===== src/rtl/cpu_init_sequencer.sv =====
`default_nettype none
// ============================================================================
//  Module   : cpu_init_sequencer
//  Purpose  : Boot-time loader that walks the init ROM to preload the BTB,
//             the BHT and the register file, then releases the CPU.
//  Revision : 1.0  initial release
// ============================================================================
module cpu_init_sequencer #(
    parameter int BTB_DEPTH = 256,
    parameter int BHT_DEPTH = 256,
    parameter int REG_DEPTH = 32,
    parameter int BTB_W     = 40,
    parameter int ROM_AW    = 10
) (
    input  logic                         clk,
    input  logic                         rst,
    input  logic                         go,
    input  logic                         stop,
    output logic [ROM_AW-1:0]            rom_addr,
    input  logic [BTB_W-1:0]             rom_data,
    output logic                         btb_we,
    output logic [$clog2(BTB_DEPTH)-1:0] btb_addr,
    output logic [BTB_W-1:0]             btb_init,
    output logic                         bht_we,
    output logic [$clog2(BHT_DEPTH)-1:0] bht_addr,
    output logic [1:0]                   bht_init,
    output logic                         reg_we,
    output logic [$clog2(REG_DEPTH)-1:0] reg_addr,
    output logic [31:0]                  reg_init,
    output logic                         init_mode,
    output logic                         cpu_start,
    output logic                         busy,
    output logic                         done
);

    localparam int BHT_AW = $clog2(BHT_DEPTH);
    localparam int REG_AW = $clog2(REG_DEPTH);
    localparam int BTB_AW = $clog2(BTB_DEPTH);

    localparam logic [ROM_AW:0] c_BHT_BASE = (ROM_AW+1)'(BTB_DEPTH);
    localparam logic [ROM_AW:0] c_REG_BASE = (ROM_AW+1)'(BTB_DEPTH + BHT_DEPTH);
    localparam logic [ROM_AW:0] c_TOTAL    = (ROM_AW+1)'(BTB_DEPTH + BHT_DEPTH + REG_DEPTH);

    typedef enum logic [1:0] {
        S_IDLE  = 2'd0,
        S_LOAD  = 2'd1,
        S_DRAIN = 2'd2,
        S_DONE  = 2'd3
    } state_t;

    state_t              r_state;
    state_t              w_next_state;
    logic [ROM_AW:0]     r_idx;
    logic [ROM_AW-1:0]   r_rom_addr;
    logic                r_issue_valid;
    logic [ROM_AW:0]     r_wr_idx;
    logic                r_btb_we;
    logic                r_bht_we;
    logic                r_reg_we;
    logic                r_done;
    logic [ROM_AW:0]     w_issue_idx;

    assign w_issue_idx = {1'b0, r_rom_addr};

    always_ff @(posedge clk or posedge rst) begin
        if (rst) begin
            r_state <= S_IDLE;
        end else begin
            r_state <= w_next_state;
        end
    end

    always_comb begin
        w_next_state = r_state;
        case (r_state)
            S_IDLE:  if (go) w_next_state = S_LOAD;
            S_LOAD:  if (r_idx == c_TOTAL) w_next_state = S_DRAIN;
            S_DRAIN: w_next_state = S_DONE;
            S_DONE:  if (stop) w_next_state = S_IDLE;
            default: w_next_state = S_IDLE;
        endcase
    end

    // Issue stage registers rom_addr; the write stage decodes the address one
    // edge later, when the ROM has returned the matching word.
    always_ff @(posedge clk or posedge rst) begin
        if (rst) begin
            r_idx         <= '0;
            r_rom_addr    <= '0;
            r_issue_valid <= 1'b0;
            r_wr_idx      <= '0;
            r_btb_we      <= 1'b0;
            r_bht_we      <= 1'b0;
            r_reg_we      <= 1'b0;
            r_done        <= 1'b0;
        end else begin
            r_issue_valid <= 1'b0;
            if (r_state == S_IDLE && go) begin
                r_idx <= '0;
            end else if (r_state == S_LOAD && r_idx != c_TOTAL) begin
                r_rom_addr    <= r_idx[ROM_AW-1:0];
                r_idx         <= r_idx + 1'b1;
                r_issue_valid <= 1'b1;
            end
            r_wr_idx <= w_issue_idx;
            r_btb_we <= r_issue_valid && (w_issue_idx < c_BHT_BASE);
            r_bht_we <= r_issue_valid && (w_issue_idx >= c_BHT_BASE) && (w_issue_idx < c_REG_BASE);
            // Strictly greater: register x0 is hard-wired and never written.
            r_reg_we <= r_issue_valid && (w_issue_idx > c_REG_BASE);
            r_done   <= (r_state == S_DRAIN);
        end
    end

    assign rom_addr  = r_rom_addr;
    assign btb_we    = r_btb_we;
    assign btb_addr  = r_wr_idx[BTB_AW-1:0];
    assign btb_init  = r_btb_we ? rom_data : '0;
    assign bht_we    = r_bht_we;
    assign bht_addr  = BHT_AW'(r_wr_idx - c_BHT_BASE);
    assign bht_init  = r_bht_we ? rom_data[1:0] : 2'b00;
    assign reg_we    = r_reg_we;
    assign reg_addr  = REG_AW'(r_wr_idx - c_REG_BASE);
    assign reg_init  = r_reg_we ? rom_data[31:0] : 32'd0;
    assign init_mode = (r_state == S_LOAD) || (r_state == S_DRAIN);
    assign busy      = init_mode;
    assign cpu_start = (r_state == S_DONE);
    assign done      = r_done;

endmodule
`default_nettype wire


===== config.mk =====
export PLATFORM = sky130hd
export DESIGN_NAME = cpu_init_sequencer
export DESIGN_NICKNAME = d
export VERILOG_FILES = /design/src/rtl/cpu_init_sequencer.sv
export SDC_FILE = /design/constraint.sdc
export NUM_CORES = 1
export LEC_CHECK = 0
export ABC_AREA = 1
export BUFFER_PORTS_ARGS = -buffer_cell sky130_fd_sc_hd__buf_2
export CORE_UTILIZATION = 40
export DETAILED_ROUTE_END_ITERATION = 10
export GPL_TIMING_DRIVEN = 0
export PLACE_DENSITY = 0.89
export SYNTH_ARGS = -nofsm -noshare
export SYNTH_HDL_FRONTEND = slang
export SYNTH_SLANG_ARGS = --single-unit

===== constraint.sdc =====
create_clock -name clk -period 1.7 [get_ports clk]
set_input_delay 0.17 -clock clk [delete_from_list [all_inputs] [get_ports clk]]
set_output_delay 0.17 -clock clk [all_outputs]
set_load 0.005 [all_outputs]

==> flow_summary.yaml <==
layout:
  final_cells: 601
  seq_area_um2: 903
  final_common_cell: "buf_2"
  final_nets: 579
  final_cell_mix: "buf_2 (156), nand2_1 (153), inv_1 (94)"
  area_growth_pct: 42.5
  multi_input_area_um2: 972
  drive_gt1_share_pct: 37.8
  antenna_cells: 0
  nFillCells: 503
routing:
  wirelength_um: 7270
  antenna_left: 0
  drt_iter0_drc: 146
  viasPerCell: 4.45
  drc: 0
  vias: 2673
  dr.pass1.iters: 4
  wire_per_inst_um: 12.1
synthesis:
  avgSynthCellArea_um2: 6.56
  synth-seq-area-share_pct: 37.9
  synth_area_um2: 2380
  synth_nets: 413
  netlist_instances: 362
  yosysWarnings: 0
  netlist-cell-type-count: 22
  ys_ff_latch: 36
power_and_ir_drop:
  intPower_mw: 2.09
  p_comb_share_pct: 51.4
  p_per_area_nw_per_um2: 1060
  p_sw_share_pct: 41.4
  p_sw_mw: 1.48
  irDropWorstVdd_mv: 0.741
  power_mw: 3.57
  p_clk_share_pct: 17.0
  p_leak_nw: 2.69
  seq_power_share_pct: 31.6
timing:
  maxSlewHeadroom_pct: 51.5
  holdWs_ps: -15.9
  setup_slack_ps: 130
  finalCriticalPeriod_ps: 1570
  fmax_mhz: 637
  setup_viol: 0
  fin_skew_ps: 6.22
  hold_viol_final: 34
  final.period_utilization_pct: 92.4
  rsz0062_at_grt: "no"
  worst-slew-pin-transition_ps: 726
  slew_violations: 0
clocking:
  path_clk_slew_ps: 80
  clockRootBuffer: "clkbuf_8"
  clock_latency_ps: 300
  h-tree-depth: 2
  clockBufferDepth: 2
  cts_tree: "yes"
  numCtsBuffers: 5
  cts.sinks: 36
global_route:
  grt_usage_pct: 23.3
  grt_start_max_net_pins: 37
  grt_pass1_wl_um: 11100
  grt_overflow: 0
  grt_pass1_vias: 2363
  antenna_found_initial: 0
placement:
  dp_worst_setup_slack_ps: -13.6
  place_inst: 589
  dp_hpwl_um: 5830
  gp_congestion: 0.969
  port_buffers: 155
floorplan:
  die_w_um: 79.1
  die_h_um: 79.1
  start_util_pct: 42.4
  ios: 156
  core_um2: 5610
  die-area_um2: 6250
  rows: 27
critical_path:
  required_ps: 1890
  crit_fanout: 10
  worst-r2r-cell-count: 11
  critPathLaunchType: "register"
  cp-end-kind: "register"
  crit_type: "register to register"
  arrival_ps: 1760
outcome:
  violations: "negative hold slack"
  outcome: "complete, but fails checks"
min_path:
  holdCritPathClass: "input port to async pin"
job:
  maxCapViolCount: 0
==> synth_stat cells, drive strengths merged <==
| master | instances | area share, % |
|---|---|---|
| a31oi | 1 | 0.26 |
| o21ai | 2 | 0.58 |
| nand2 | 155 | 25 |
| buf | 18 | 5.9 |
| xor2 | 6 | 2.2 |
| nor3 | 1 | 0.21 |
| nand3b | 1 | 0.32 |
| nand3 | 11 | 2.7 |
| ha | 7 | 3.7 |
| clkbuf | 7 | 1.1 |
| nor2 | 17 | 4.2 |
| inv | 95 | 15 |
| dfrtp | 36 | 38 |
| nand4 | 4 | 1.1 |
| nor4 | 1 | 0.26 |
==> final timing paths <==
| kind | slack [ps] | end | startpoint |
|---|---|---|---|
| hold reg to reg | 430 | r_wr_idx[7] | rom_addr[7] |
| min in group clk | 250 | r_idx[5] | go |
| setup reg to reg | 130 | r_idx[9] | r_idx[0] |
| setup / recovery | 130 | r_idx[9] | r_idx[0] |
| hold / removal | -20 | done | rst |
| max in group asynchronous | 1200 | r_idx[1] | rst |
==> critical path, cell delays in order, from the launching register on <==
cell	delay, ps
dfrtp_2	420
inv_1	70
ha_1	190
inv_1	60
nor2_2	40
nand3_2	110
nor2_4	50
nor2_4	220
nor2_4	50
buf_6	140
nand2_1	60
nand2_1	60
==> power by group through the flow <==
stage                     combinational (mW)  sequential, mW  clock (mW)
after CTS                               1.72            1.12       0.615
after floorplan                         1.04            1.11           0
after global routing                    2.07            1.15       0.668
after detailed placement                1.71            1.14           0
after global placement                  1.66            1.13           0
final                                   1.84            1.13       0.609
==> sequential cells by signal, indices dropped and copies added, names as in the netlist <==
signal	count
bht_we	1
r_idx	11
rom_addr	10
r_issue_valid	1
r_state	2
r_wr_idx	8
btb_we	1
reg_we	1
done	1
==> stage by stage <==
stage	area, µm²	utilization, %	setup TNS [ps]
after floorplan	2380	-	0
after global placement	3240	57.8	0
after detailed placement	3240	57.8	-66.5
after CTS	3330	59.4	0
after global routing	3390	60.4	0
final	3390	60.4	0
==> repair_timing <==
action                                  CTS  global route
resized for setup                         1             8
pin swaps                                 0             2
buffers inserted                          0             4
hold buffers                              0             0
endpoints found under the setup margin    9            21
cloned                                    0             0
==> cell type report <==
type	instances	share of cell area (%)
multi-input combinational	206	28.7
sequential	36	26.7
timing repair buffer	159	23.8
inverter	95	10.5
buffer	25	5.06
tap	72	2.66
clock buffer	5	2.03
clock inverter	3	0.554
==> per-layer routing <==
| metal | part of all wire (%) | vias to the layer above | global-route usage (%) |
|---|---|---|---|
| met4 | 2.4 | 0 | 10.2 |
| met3 | 8.1 | 19 | 5.63 |
| met2 | 48 | 120 | 37.3 |
| met1 | 41 | 1196 | 29.7 |
| met5 | 0 | - | 0 |
| li1 | - | 1338 | - |
==> cell families (layout without fill, tap and decap cells) <==
family,after synthesis,count (layout),synth area share [%]
adders and majority gates,7,7,3.69
DFF,36,36,37.9
xor gates and xnor gates,6,6,2.21
buffers and inverters,120,287,22.0
AOI/OAI and AO/OA,3,3,0.843
and+or+nand+nor,190,190,33.3
Note: power is estimated with default switching activity, not from simulation.
